### src/rtl/cnn_pool_pkg.sv
// Shared types for the CNN pooling stage: nine signed 16-bit channels per pixel,
// packed channel k at bits [16k+15:16k], plus per-channel selection helpers.
package cnn_pool_pkg;

   localparam int unsigned NUM_CH = 9;
   localparam int unsigned DW     = 16;
   localparam int unsigned BUS_W  = NUM_CH * DW;

   typedef logic signed [DW-1:0] pix_t;
   typedef pix_t [NUM_CH-1:0]    vec_t;

   // Per-channel signed max; ties return the shared value.
   function automatic vec_t chmax(vec_t a, vec_t b);
      vec_t m;
      for (int unsigned i = 0; i < NUM_CH; i++) begin
         m[i] = ($signed(a[i]) > $signed(b[i])) ? a[i] : b[i];
      end
      return m;
   endfunction

   // Clamp negative channels to zero.
   function automatic vec_t relu(vec_t a);
      vec_t m;
      for (int unsigned i = 0; i < NUM_CH; i++) begin
         m[i] = a[i][DW-1] ? '0 : a[i];
      end
      return m;
   endfunction

endpackage

### src/rtl/pool_line_buf.sv
// Half-width line buffer holding the horizontal maxima of the even row.
// Single write port, asynchronous read; contents are never reset.
module pool_line_buf
   import cnn_pool_pkg::*;
#(
   parameter int unsigned DEPTH = 12,
   parameter int unsigned AW    = 4
) (
   input  logic          clk,
   input  logic          we,
   input  logic [AW-1:0] addr,
   input  vec_t          wdata,
   output vec_t          rdata_c
);

   vec_t mem [0:DEPTH-1];

   always_ff @(posedge clk) begin
      if (we) begin
         mem[addr] <= wdata;
      end
   end

   assign rdata_c = mem[addr];

endmodule

### src/rtl/relu_maxpool2.sv
// Optional ReLU followed by 2x2 stride-2 max pooling over a raster-ordered map.
// Define RELU_MAXPOOL2_RELU_EN to clamp negative channels before pooling.
module relu_maxpool2
   import cnn_pool_pkg::*;
#(
   parameter int unsigned IMG_W = 24,
   parameter int unsigned IMG_H = 24
) (
   input  logic             clk,
   input  logic             rst,
   input  logic [BUS_W-1:0] pw_in,
   input  logic             valid_in,
   output logic [BUS_W-1:0] pool_out,
   output logic             valid_out,
   output logic             frame_done
);

   localparam int unsigned CW       = (IMG_W > 1) ? $clog2(IMG_W) : 1;
   localparam int unsigned RW       = (IMG_H > 1) ? $clog2(IMG_H) : 1;
   localparam int unsigned LB_DEPTH = (IMG_W / 2 > 0) ? IMG_W / 2 : 1;
   localparam int unsigned AW       = (LB_DEPTH > 1) ? $clog2(LB_DEPTH) : 1;
   localparam logic [CW-1:0] COL_LAST = CW'(IMG_W - 1);
   localparam logic [RW-1:0] ROW_LAST = RW'(IMG_H - 1);

   if ((IMG_W % 2) != 0 || IMG_W < 2) begin : g_bad_w
      $error("relu_maxpool2: IMG_W must be even and non-zero");
   end
   if ((IMG_H % 2) != 0 || IMG_H < 2) begin : g_bad_h
      $error("relu_maxpool2: IMG_H must be even and non-zero");
   end

   logic [CW-1:0] col;
   logic [RW-1:0] row;
   vec_t          hreg;
   vec_t          cur_c;
   vec_t          hmax_c;
   vec_t          lb_rd_c;
   logic [AW-1:0] lb_addr_c;
   logic          col_last_c;
   logic          row_last_c;
   logic          lb_we_c;
   logic          pool_c;

   // Pixel conditioning, horizontal max and FILL/POOL decode (row[0] is the phase).
   always_comb begin
      cur_c = vec_t'(pw_in);
`ifdef RELU_MAXPOOL2_RELU_EN
      cur_c = relu(vec_t'(pw_in));
`endif
      hmax_c     = chmax(hreg, cur_c);
      col_last_c = (col == COL_LAST);
      row_last_c = (row == ROW_LAST);
      lb_addr_c  = AW'(col >> 1);
      lb_we_c    = !rst && valid_in && col[0] && !row[0];
      pool_c     = !rst && valid_in && col[0] && row[0];
   end

   pool_line_buf #(
      .DEPTH (LB_DEPTH),
      .AW    (AW)
   ) u_line_buf (
      .clk     (clk),
      .we      (lb_we_c),
      .addr    (lb_addr_c),
      .wdata   (hmax_c),
      .rdata_c (lb_rd_c)
   );

   // Raster counters, horizontal hold register and registered pooled output.
   always_ff @(posedge clk) begin
      if (rst) begin
         col        <= '0;
         row        <= '0;
         hreg       <= '0;
         pool_out   <= '0;
         valid_out  <= 1'b0;
         frame_done <= 1'b0;
      end else begin
         valid_out  <= pool_c;
         frame_done <= pool_c && col_last_c && row_last_c;
         if (valid_in) begin
            if (!col[0]) begin
               hreg <= cur_c;
            end
            if (col_last_c) begin
               col <= '0;
               row <= row_last_c ? '0 : row + RW'(1);
            end else begin
               col <= col + CW'(1);
            end
         end
         if (pool_c) begin
            pool_out <= chmax(hmax_c, lb_rd_c);
         end
      end
   end

endmodule

### config.mk
export PLATFORM = sky130hd
export DESIGN_NAME = relu_maxpool2
export DESIGN_NICKNAME = d
export VERILOG_FILES = /design/src/rtl/cnn_pool_pkg.sv /design/src/rtl/pool_line_buf.sv /design/src/rtl/relu_maxpool2.sv
export SDC_FILE = /design/constraint.sdc
export NUM_CORES = 2
export LEC_CHECK = 0
export BUFFER_PORTS_ARGS = -buffer_cell sky130_fd_sc_hd__buf_2
export CAP_MARGIN = 25
export CELL_PAD_IN_SITES_DETAIL_PLACEMENT = 0
export CELL_PAD_IN_SITES_GLOBAL_PLACEMENT = 1
export CORE_AREA = 2 2 392 394
export CTS_CLUSTER_DIAMETER = 200
export CTS_CLUSTER_SIZE = 20
export DETAILED_ROUTE_END_ITERATION = 16
export DIE_AREA = 0 0 394 396
export GPL_ROUTABILITY_DRIVEN = 0
export PLACE_DENSITY = 0.9
export SYNTH_ARGS = -nofsm -noshare
export SYNTH_HDL_FRONTEND = slang
export SYNTH_SLANG_ARGS = --single-unit
### constraint.sdc
create_clock -name clk -period 25.5 [get_ports clk]
set_clock_uncertainty 0.1 [all_clocks]
set_input_delay 1.275 -clock clk [delete_from_list [all_inputs] [get_ports clk]]
set_output_delay 1.275 -clock clk [all_outputs]
set_load 0.01 [all_outputs]
==> flow_metrics.py <==
metrics = {
    "routing": {
        "drt-total-wl_um": 197000,
        "num_vias": 47600,
        "drt_drc_violations_left": 0,
        "route.detailed.vias_per_inst": 6.31,
        "dr.first_iter.drc_count": 4771,
        "antenna_left": 0,
        "dr.pass1.iters": 6,
        "routed_len_inst_um": 26.1,
    },
    "setup_path": {
        "crit_path_max_fanout": 46,
        "setup.worst_path.end_class": "flip-flop",
        "cp.arrival_ns": 7.44,
        "crit_required_ns": 26.09,
        "r2r_slack_ns": 18.65,
        "cp.buffers_inverters": 3,
        "cpMostUsedCell": "sky130_fd_sc_hd__buf_4",
        "timing.critical_path.slowest_stage_cell": "sky130_fd_sc_hd__dfxtp_4",
        "timing_worst_setup_path_type": "reg -> reg",
        "crit_chain": "buf_4, buf_4, buf_4, mux4_2, mux2i_1, nor2_1, a21oi_1, ha_1, and4_1, nand4_1, a21oi_1, a311o_1, mux2_2, nor2_2, a221o_1",
        "critPathMaxStageDelay_ns": 0.94,
        "worst_path_dominant_cell_family": "buffers and inverters",
        "kind_of_start_point_of_the_critical_path": "flip-flop",
    },
    "floorplanning": {
        "io_pins": 293,
        "chip_height_um": 396,
        "standard_cell_core_area_mm2": 0.152,
        "die-width_um": 394,
        "core.rowCount": 143,
        "starting_density_pct": 56.6,
        "die_area_mm2": 0.156,
    },
    "synth": {
        "post_synth_num_cell_types": 79,
        "synth_top_cells_by_area": "sky130_fd_sc_hd__edfxtp_1 (60%), sky130_fd_sc_hd__mux4_2 (11%), sky130_fd_sc_hd__dfxtp_1 (7.1%)",
        "yosys_register_bits": 2032,
        "synth_area_mm2": 0.0858,
        "seq_area_frac_synth_pct": 67.5,
        "synth_async_sr_flop_share_pct": 0,
        "synth_enable_flop_cells": 1728,
        "synth_cells": 5223,
        "synth.net_count": 5660,
        "ys_warn_count": 0,
        "synthFlopType": "sky130_fd_sc_hd__edfxtp_1",
        "post-synth-top-area-fraction_pct": 60.5,
        "cell_type_with_the_highest_aggregate_area_in_the_netlist": "sky130_fd_sc_hd__edfxtp_1",
        "synth.avg_cell_area_um2": 16.4,
    },
    "clock_network": {
        "cts_sink_count": 2032,
        "ctsResizeCount": 0,
        "holdBufCountCts": 0,
        "clock_tree.htree_level_count": 3,
        "cts.path.max_buffers": 3,
        "clkTransAtPathRegs_ns": 0.09,
        "cts-buffers-inserted": 111,
        "worstSkewPairLatency_ns": 0.75,
        "cts.root.buffer_cell": "sky130_fd_sc_hd__clkbuf_16",
        "cts.repair_timing.setup_buffer_count": 0,
        "cts_tree": "done",
    },
    "layout": {
        "final_net_count": 5852,
        "synthToLayoutAreaGrowth_pct": 8.09,
        "layout.cell_area.non_filler_mm2": 0.0928,
        "mostFrequentLayoutCells": "sky130_fd_sc_hd__edfxtp_1 (1728), sky130_fd_sc_hd__mux4_2 (432), sky130_fd_sc_hd__nand2_1 (389)",
        "layout_commonest_cell": "sky130_fd_sc_hd__edfxtp_1",
        "final_layout_size_suffix_gt1_share_pct": 20.7,
        "finalNonFillerCells": 7544,
    },
    "power_and_ir_drop": {
        "power_density_mw_per_mm2": 66.1,
        "ir_drop_uv": 63.5,
        "power_leakage_nw": 31.3,
    },
    "placement": {
        "placed_area_mm2": 0.0895,
        "place.detailed.instances": 7328,
        "place.port_buffers": 292,
        "setup_ws_pre_cts_ns": 18.51,
        "placed_wire_length_estimate_after_detailed_placement_um": 112000,
    },
    "sta": {
        "finalCritPeriodShare_pct": 26.9,
        "postLayoutSetupSlackWorst_ns": 18.65,
        "rsz0062_at_grt": "no",
        "fin_crit_ns": 6.85,
        "relSlewSlack_pct": 26.5,
        "finalHoldViolations": 0,
        "fmax_mhz": 146,
        "timing.final.setup_violations": 0,
        "slew_viol_final": 0,
        "tightest_slew_ns": 1.10,
        "setup_tns_ns": 0,
    },
    "worst_hold_path": {
        "hold_path_class": "reg -> reg",
    },
    "global_route": {
        "global_route.usage.total_pct": 25.1,
        "overflow": 0,
        "grt_first_pass_wirelength_um": 296000,
        "grt_pass1_vias": 47800,
        "antenna_found_initial": 23,
        "grt_max_degree": 171,
    },
    "flow_run": {
        "max_cap_viol_count": 0,
    },
    "run_status": {
        "status": "completed",
    },
}
==> final timing paths <==
path	start	to	depth (start not counted)
max reg2reg	flip-flop	pool_out[11]$_SDFFE_PP0P_	15
min	hreg[16]$_SDFFE_PP0P_	hreg[16]$_SDFFE_PP0P_	2
max	flip-flop	pool_out[11]$_SDFFE_PP0P_	15
min reg2reg	hreg[16]$_SDFFE_PP0P_	hreg[16]$_SDFFE_PP0P_	2
==> worst reg2reg max path, delay by kind of cell (launching register included) <==
family	cells	cell delay [ns]
adders and majority gates	1	0.29
AOI/OAI and AO/OA	4	0.89
buffers and inverters	3	2.43
DFF	1	0.94
and+or+nand+nor	4	0.94
muxes	3	1.21
==> cell type report <==
type                       count  area (um^2)
antenna                        3         7.51
inverter                     174          661
multi-input combinational   2733        26100
clock buffer                 204         3150
timing repair buffer         363         2250
sequential                  2032        58000
clock inverter                 5         51.3
fill                       10800        58800
tap                         2030         2540
==> Yosys cell counts (7+ instances only) <==
| library cell | instances |
|---|---|
| sky130_fd_sc_hd__edfxtp_1 | 1728 |
| sky130_fd_sc_hd__mux4_2 | 432 |
| sky130_fd_sc_hd__nand2_1 | 390 |
| sky130_fd_sc_hd__a21oi_1 | 385 |
| sky130_fd_sc_hd__dfxtp_1 | 304 |
| sky130_fd_sc_hd__ha_1 | 290 |
| sky130_fd_sc_hd__nor2_1 | 267 |
| sky130_fd_sc_hd__clkbuf_1 | 177 |
| sky130_fd_sc_hd__inv_1 | 174 |
| sky130_fd_sc_hd__mux2i_1 | 159 |
| sky130_fd_sc_hd__mux2_2 | 118 |
| sky130_fd_sc_hd__nor3b_1 | 76 |
| sky130_fd_sc_hd__buf_2 | 62 |
| sky130_fd_sc_hd__nand4_1 | 58 |
| sky130_fd_sc_hd__o21ai_0 | 52 |
| sky130_fd_sc_hd__a311oi_1 | 51 |
| sky130_fd_sc_hd__a21o_1 | 47 |
| sky130_fd_sc_hd__or2_2 | 32 |
| sky130_fd_sc_hd__a221o_1 | 31 |
| sky130_fd_sc_hd__buf_1 | 31 |
| sky130_fd_sc_hd__nand3b_1 | 30 |
| sky130_fd_sc_hd__nand3_1 | 25 |
| sky130_fd_sc_hd__o41ai_1 | 25 |
| sky130_fd_sc_hd__a211o_1 | 22 |
| sky130_fd_sc_hd__nor2b_1 | 21 |
| sky130_fd_sc_hd__mux2_4 | 19 |
| sky130_fd_sc_hd__or3_1 | 18 |
| sky130_fd_sc_hd__nor3_1 | 14 |
| sky130_fd_sc_hd__o211ai_1 | 14 |
| sky130_fd_sc_hd__or2_0 | 12 |
| sky130_fd_sc_hd__a31o_2 | 11 |
| sky130_fd_sc_hd__buf_4 | 11 |
| sky130_fd_sc_hd__o21a_1 | 10 |
| sky130_fd_sc_hd__a311oi_2 | 9 |
| sky130_fd_sc_hd__a2111oi_0 | 8 |
| sky130_fd_sc_hd__o21ai_1 | 8 |
| sky130_fd_sc_hd__nand2b_1 | 7 |
==> where the power goes <==
part	switching [W]	internal (W)
sequential	0.0000156	0.00369
combinational	0.000365	0.000213
clock	0.00102	0.000836
==> flip-flops by register name, summed over array words and instances, names as in the netlist, named ones only <==
name            flops
u_line_buf.mem   1728
hreg              144
pool_out          144
col                 5
row                 5
frame_done          1
valid_out           1
==> per-stage QoR <==
stage                     hold WS, ns  power, W  util, %
after global placement          0.354   0.00433     59.0
final                           0.375   0.00614     61.2
after detailed placement        0.365   0.00435     59.0
after CTS                       0.376   0.00617     61.2
after floorplan                 0.346   0.00419        -
after global routing            0.395   0.00635     61.2
==> kinds of logic after synthesis <==
group           synth area share, %
compound gates                 5.61
xor+xnor                     0.0204
fa+ha+maj                      4.23
buf+inv                        2.17
flops                          67.5
mux                            15.1
simple gates                   5.36
==> metal layers <==
layer / vias up / global-route usage [%] / part of all wire, %
li1: 20900 / - / -
met1: 24600 / 34.8 / 41
met2: 1824 / 41.6 / 49
met3: 250 / 4.32 / 7.9
met4: 30 / 6.30 / 2.2
met5: - / 0 / 0.093
(Power assumes the default switching activity.)
